**config.mk**
```make
export PLATFORM = sky130hd
export DESIGN_NAME = alu_seq
export DESIGN_NICKNAME = d
export VERILOG_FILES = /design/src/rtl/alu_seq.sv
export SDC_FILE = /design/constraint.sdc
export NUM_CORES = 1
export LEC_CHECK = 0
export BUFFER_PORTS_ARGS = -buffer_cell sky130_fd_sc_hd__buf_2
export CORE_ASPECT_RATIO = 0.5
export CORE_MARGIN = 10
export CORE_UTILIZATION = 51
export DETAILED_ROUTE_END_ITERATION = 10
export PLACE_DENSITY = 0.77
export SYNTH_ARGS = -nofsm -noshare
export SYNTH_HDL_FRONTEND = slang
export SYNTH_SLANG_ARGS = --single-unit
```
**constraint.sdc**
```tcl
create_clock -name clk -period 1.5 [get_ports clk]
set_clock_uncertainty 0.05 [all_clocks]
set_input_delay 0.225 -clock clk [delete_from_list [all_inputs] [get_ports clk]]
set_output_delay 0.225 -clock clk [all_outputs]
set_load 0.05 [all_outputs]
```
**src/rtl/alu_seq.sv**
```systemverilog
// Sequential ALU with valid/ready handshake and registered result/flags.
// Define ALU_SEQ_MUL_EN to make op 111 an iterative shift-add multiply.
module alu_seq #(
  parameter int WIDTH = 8
) (
  input  logic             clk,
  input  logic             rst_n,
  input  logic             in_valid,
  output logic             in_ready,
  input  logic [WIDTH-1:0] a,
  input  logic [WIDTH-1:0] b,
  input  logic [2:0]       op,
  output logic             out_valid,
  input  logic             out_ready,
  output logic [WIDTH-1:0] result,
  output logic             carry,
  output logic             zero,
  output logic             neg,
  output logic             ovf
);

  typedef enum logic [1:0] {
    IDLE,
    BUSY,
    DONE
  } state_t;

  state_t state_q, state_d;

  logic             rdy_q;
  logic [WIDTH-1:0] res_q, res_d;
  logic             c_q, c_d;
  logic             z_q, z_d;
  logic             n_q, n_d;
  logic             v_q, v_d;

  logic             accept;
  logic             is_mul;
  logic [WIDTH:0]   sum;
  logic [WIDTH:0]   diff;
  logic [WIDTH-1:0] alu_r;
  logic             alu_c;
  logic             alu_v;

  // rdy_q keeps in_ready low through reset and until the first edge after it
  assign in_ready = rdy_q & ((state_q == IDLE) |
                             ((state_q == DONE) & out_ready));
  assign accept   = in_valid & in_ready;

  assign out_valid = (state_q == DONE);
  assign result    = res_q;
  assign carry     = c_q;
  assign zero      = z_q;
  assign neg       = n_q;
  assign ovf       = v_q;

  assign sum  = {1'b0, a} + {1'b0, b};
  assign diff = {1'b0, a} - {1'b0, b};

  always_comb begin
    alu_r = '0;
    alu_c = 1'b0;
    alu_v = 1'b0;
    case (op)
      3'b000: begin
        alu_r = sum[WIDTH-1:0];
        alu_c = sum[WIDTH];
        alu_v = (a[WIDTH-1] == b[WIDTH-1]) &&
                (alu_r[WIDTH-1] != a[WIDTH-1]);
      end
      3'b001: begin
        alu_r = diff[WIDTH-1:0];
        alu_c = diff[WIDTH];
        alu_v = (a[WIDTH-1] != b[WIDTH-1]) &&
                (alu_r[WIDTH-1] != a[WIDTH-1]);
      end
      3'b010: alu_r = a & b;
      3'b011: alu_r = a ^ b;
      3'b100: alu_r = a | b;
      3'b101: begin
        alu_r = {a[WIDTH-2:0], 1'b0};
        alu_c = a[WIDTH-1];
      end
      3'b110: begin
        alu_r = {1'b0, a[WIDTH-1:1]};
        alu_c = a[0];
      end
      default: ;
    endcase
  end

`ifdef ALU_SEQ_MUL_EN
  localparam int CW = $clog2(WIDTH);

  logic [2*WIDTH-1:0] acc_q, mc_q, acc_n;
  logic [WIDTH-1:0]   mp_q;
  logic [CW-1:0]      cnt_q;
  logic               mul_last;

  assign is_mul   = (op == 3'b111);
  assign acc_n    = acc_q + (mp_q[0] ? mc_q : '0);
  assign mul_last = (state_q == BUSY) && (cnt_q == CW'(WIDTH - 1));

  always_ff @(posedge clk or negedge rst_n) begin
    if (!rst_n) begin
      acc_q <= '0;
      mc_q  <= '0;
      mp_q  <= '0;
      cnt_q <= '0;
    end else if (accept && is_mul) begin
      acc_q <= '0;
      mc_q  <= {{WIDTH{1'b0}}, a};
      mp_q  <= b;
      cnt_q <= '0;
    end else if (state_q == BUSY) begin
      acc_q <= acc_n;
      mc_q  <= mc_q << 1;
      mp_q  <= mp_q >> 1;
      cnt_q <= cnt_q + CW'(1);
    end
  end
`else
  assign is_mul = 1'b0;
`endif

  always_comb begin
    state_d = state_q;
    res_d   = res_q;
    c_d     = c_q;
    z_d     = z_q;
    n_d     = n_q;
    v_d     = v_q;
    unique case (state_q)
      IDLE: begin
        if (accept) state_d = is_mul ? BUSY : DONE;
      end
      DONE: begin
        if (accept)         state_d = is_mul ? BUSY : DONE;
        else if (out_ready) state_d = IDLE;
      end
      BUSY: begin
`ifdef ALU_SEQ_MUL_EN
        if (mul_last) state_d = DONE;
`else
        state_d = IDLE;
`endif
      end
      default: state_d = IDLE;
    endcase
    if (accept && !is_mul) begin
      res_d = alu_r;
      c_d   = alu_c;
      z_d   = (alu_r == '0);
      n_d   = alu_r[WIDTH-1];
      v_d   = alu_v;
    end
`ifdef ALU_SEQ_MUL_EN
    if (mul_last) begin
      res_d = acc_n[WIDTH-1:0];
      c_d   = |acc_n[2*WIDTH-1:WIDTH];
      z_d   = (acc_n[WIDTH-1:0] == '0);
      n_d   = acc_n[WIDTH-1];
      v_d   = 1'b0;
    end
`endif
  end

  always_ff @(posedge clk or negedge rst_n) begin
    if (!rst_n) begin
      state_q <= IDLE;
      rdy_q   <= 1'b0;
      res_q   <= '0;
      c_q     <= 1'b0;
      z_q     <= 1'b0;
      n_q     <= 1'b0;
      v_q     <= 1'b0;
    end else begin
      state_q <= state_d;
      rdy_q   <= 1'b1;
      res_q   <= res_d;
      c_q     <= c_d;
      z_q     <= z_d;
      n_q     <= n_d;
      v_q     <= v_d;
    end
  end

endmodule

```
# [Word-level counts from Yosys, hierarchy flattened]
# Index checks and enable logic that the tools add are counted.
# W data, S select, Z words.
[word_totals] regBits=15 out_inout_bits=14 elab_cells=42
[op_classes] addsub=2 n_eq_ne=13 muxes=7 bitwise=7 reduce_logical=6
[ops] cell="$pmux W8 S7" n=1
[ops] cell="$add A8 B8 Y9" n=1
[ops] cell="$eq A3 B3 Y1 const B" n=3
[ops] cell="$sub A8 B8 Y9" n=1
[ops] cell="$and A8 B8 Y8" n=1
[ops] cell="$logic_not A8 Y1" n=1
[ops] cell="$or A8 B8 Y8" n=1
[ops] cell="$xor A8 B8 Y8" n=1
[ops] cell="$eq A3 B2 Y1 const B" n=2
[ops] cell="$mux W2" n=3
[ops] cell="$pmux W1 S4" n=1
[ops] cell="$pmux W2 S2" n=1
[ops] cell="$and A1 B1 Y1" n=3
[ops] cell="$eq A3 B1 Y1 const B" n=1
[ops] cell="$logic_not A3 Y1" n=1
[ops] cell="$ne A1 B1 Y1" n=3
[ops] cell="$ne A3 B1 Y1 const B" n=1
[ops] cell="$eq A2 B2 Y1 const B" n=1
[ops] cell="$logic_and A1 B1 Y1" n=2
[ops] cell="$logic_not A2 Y1" n=1
[ops] cell="$ne A2 B2 Y1 const B" n=1
[ops] cell="$pmux W1 S2" n=1
[ops] cell="$reduce_and A2 Y1" n=1
[ops] cell="$eq A1 B1 Y1" n=1
[ops] cell="$or A1 B1 Y1" n=1

# [Depth between registers and ports, before layout]
[depth] depth_word=7 ltp_mapped=9 mapped_depth_nobuf=9

# [Worst setup path after synthesis]
# OpenSTA, ideal clock, no wires.
[synth_path] kind="input -> register" from="input a[0]" to="register z_q (netlist: zero)" setup_ns=0.127 t_arrival_ns=2.003 t_required_ns=1.323 slack_ns=-0.680 stages=8 path_buffers=0 path_cell_list="ha_1 > fa_1 > a21o_1 > a22o_1 > or4_1 > a32o_1 > o211ai_1 > o31ai_2"
[synth_via] elab_chain_len=3 elab_cells_between_ends=7 classes_between="add/sub: 2; mux: 1; bitwise: 3; reduce/logical: 1"
[synth_rtl] element="from (decl)" line_no="10" source="input logic [WIDTH-1:0] a,"
[synth_rtl] element="$sub A8 B8 Y9, or another cell as far along" line_no="58" source="assign diff = {1'b0, a} - {1'b0, b};"
[synth_rtl] element="$pmux W8 S7 (*)" line_no="64" source="case (op)"
[synth_rtl] element="$logic_not A8 Y1 (*)" line_no="153" source="z_d = (alu_r == '0);"
[synth_rtl] element="to (signal assigned)" line_no="182" source="z_q <= z_d;"
[synth_rtl] element="to (decl)" line_no="33" source="logic z_q, z_d;"
# Mark *: on every way between the ends. The rest lies on a longest branch, timed or not.
# A chain may end at the register's enable or synchronous reset.

# [Worst setup path in the final report]
[layout_path] from="input a[1]" to="register z_q (netlist: zero)"
# The elaborated chain is that of the path after synthesis.

==> results.md <==
* Initial antenna violation count at 0
* Pleak at 1.52 nW
* Die height at 63.9 um
* Die footprint at a little under 7000 um^2
* Layout area overhead at 62.4%
* Post-route cell area at 3200 um^2
* Final setup viols at 10
* Layout cells sized above 1 at 50.5%
* Number of synthesized register bits at 13
* Root buf cell: clkbuf_8
* Pwr dens at about 680 nW/um^2
* Final WL at 8560 um
* # DRC at 0
* Ys Warns at 0
* Max Buffers Root-to-Sink at 2
* Hold Vio Cnt, Final at 0
* Via density at 6.29
* Iter 0 DRT Violations at 290
* Port buffer count at 36
* Crit. End Element: flop
* Core Area at 3570 um^2
* Routed Antenna Nets at 0
* # IOs at 37
* Synthesized area per cell at 7.87 um^2
* RSZ-0062 raised after global routing: true
* Startpoint types: primary input
* Syn_nets at approximately 300
* Largest net degree at the start of global routing at 20
* Failing checks: setup timing
* Placed Area at ~2800 um^2
* Total gr overflow at 0
* GRT Total Usage at 21.7%
* Die X at 108 um
* Post-Syn Area at approximately 2000 um^2
* CP required at 1600 ps
* R2R cell count at 6
* Fillers at 179
* Fin crit share at 142%
* Max Cap Viol at 0
* Worst skew pair latency at approximately 240 ps
* Initial Util at a little under three fifths
* Max Freq at 469 MHz
* Outcome: finished with violations
* # diodes at 0
* Slew Viols, Final at 0
* Non-filler cells, final at 415
* First-pass GRT wire length at roughly 12000 um
* FFs w/ async S/R, synth at 100%
* Critical R2R Capture: zero
* GP Congestion at 0.951
* Worst setup path category: primary input to flop
* Peak VDD IR at 0.335 mV
* Tot Pwr at 2.16 mW
* Critical path launch point: a[1]
* TritonCTS Buffers at 3
* RR Startpoint: state_q[1]
* CTS tree: done
* Min Tclk post-route at 2130 ps
* Detailed-route via count at 2611
* Library cells used by synthesis at 65
* CP max FO at 4
* DP Wirelength at 5990 um
* Htree depth at 1
* Vias in the first global route at 2442
* Worst Hold Class: primary input to flop
* Placed cell count at 400
* Register area share after synthesis at roughly 17%
* Clock sinks at 13
* Gate Count Post-Synth at 250
* CP arrival at 2230 ps
* CP Capture Point: zero
* Synth Flop Type: dfrtp_1
* Row count at 15
* DRT Pass-1 Iters at 7
* Slack of the critical path at -632 ps
* Drt wl/cell at around 21 um
* Clock-pin slew on the worst setup and hold paths at 50 ps
* Layout net count at roughly 410
* Number of flops mapped to enable cells by yosys at 0
* Register-to-register setup slack at -140 ps
==> power breakdown <==
part	switching (mW)	internal, mW
logic	0.833	0.572
registers	0.0337	0.412
clock network	0.123	0.188
==> placed cells by master (no fill, tap or decap), types with 4 or more instances in the layout <==
cell type and instances:
o211ai_1 5, buf_6 5, dfrtp_1 12, ha_4 7, o21ai_0 10, buf_4 83, nand2b_1 4, nor2b_1 6
nor2_1 12, nor3_1 7, buf_2 32, nand2_1 16, ha_1 15, a211oi_1 4, or3_1 4, a21oi_1 12
inv_2 6, inv_1 19, mux2i_1 4
==> flip-flops by register name (all words and copies together) (netlist names) <==
| register | cells |
|---|---|
| carry | 1 |
| rdy_q | 1 |
| zero | 1 |
| ovf | 1 |
| result | 8 |
| state_q | 1 |
==> cells by family after synthesis <==
family                     synth area share [%]
adders and majority gates                  17.3
buffers and inverters                      8.77
muxes                                      6.04
and+or+nand+nor                            17.8
AOI/OAI and AO/OA                          32.0
DFF                                        16.5
other                                     0.191
xor gates and xnor gates                   1.34
==> cells in the mapped netlist, types with 4 or more instances <==
master,instances,share of area [%]
nor3_1,8,2.0
mux2i_1,4,2.0
ha_1,24,15
nand2_1,17,3.2
a211oi_1,6,2.3
a22oi_1,4,1.5
nand2b_1,4,1.3
inv_1,26,5.0
dfrtp_1,13,17
or3_1,4,1.3
clkbuf_1,9,1.7
nor2_1,14,2.7
a21oi_1,16,4.1
o211ai_1,5,1.9
nor2b_1,7,2.2
o31ai_1,4,1.5
mux2_2,5,2.9
o21ai_0,15,3.8
==> worst min path at each step <==
stage / start / endpoint / slack [ps] / cells past startpoint
after global routing: out_ready / state_q[1] / 230 / 3
after CTS: out_ready / state_q[1] / 230 / 3
final: out_ready / state_q[1] / 220 / 3
after detailed placement: rst_n / carry / 60 / 1
after global placement: rst_n / rdy_q / 60 / 1
after floorplan: rst_n / carry / -120 / 0
==> cell type report <==
type                    instances  area, um^2  area share (%)
flip-flops and latches         13         327            10.2
clock buffers                   4        45.0            1.41
inverters                      27         108            3.37
repair buffers                125         915            28.6
multi-input cells             195        1740            54.4
well taps                      51        63.8            2.00
==> critical path: stages <==
cell and delay, ps:
buf_8 90, clkinvlp_4 100, ha_4 240, or2_4 230
a2111o_1 430, a31o_1 240, a221oi_2 300, o211ai_1 160
o31ai_2 200
==> routing by layer <==
layer / part of all wire [%] / vias up / wire length, um / GRT usage, %
met3: 13 / 55 / 1080 / 6.50
met4: 3.9 / 0 / 338 / 6.29
met5: 0 / - / 0 / 0
li1: - / 1141 / - / -
met1: 41 / 1212 / 3510 / 27.8
met2: 42 / 203 / 3630 / 34.3
==> metrics by stage <==
step | setup TNS, ps | utilization, % | hold WS, ps | setup WS (ps)
6_report | -4650 | 89.6 | 220 | -632
5_1_grt | -5030 | 89.6 | 233 | -683
4_1_cts | -3950 | 85.9 | 229 | -551
3_5_place_dp | -7130 | 79.2 | 60.5 | -918
3_3_place_gp | -6510 | 79.2 | 60.5 | -780
2_1_floorplan | -3110 | - | -121 | -531
==> repair_timing <==
action	in CTS	in global routing
buffers inserted	8	4
setup endpoints to repair	10	11
pin swaps	12	13
gates cloned	0	0
endpoints found under the hold margin	13	0
hold buffers	1	0
resized for setup	34	23
No activity file was read; power rests on OpenSTA's default activity.
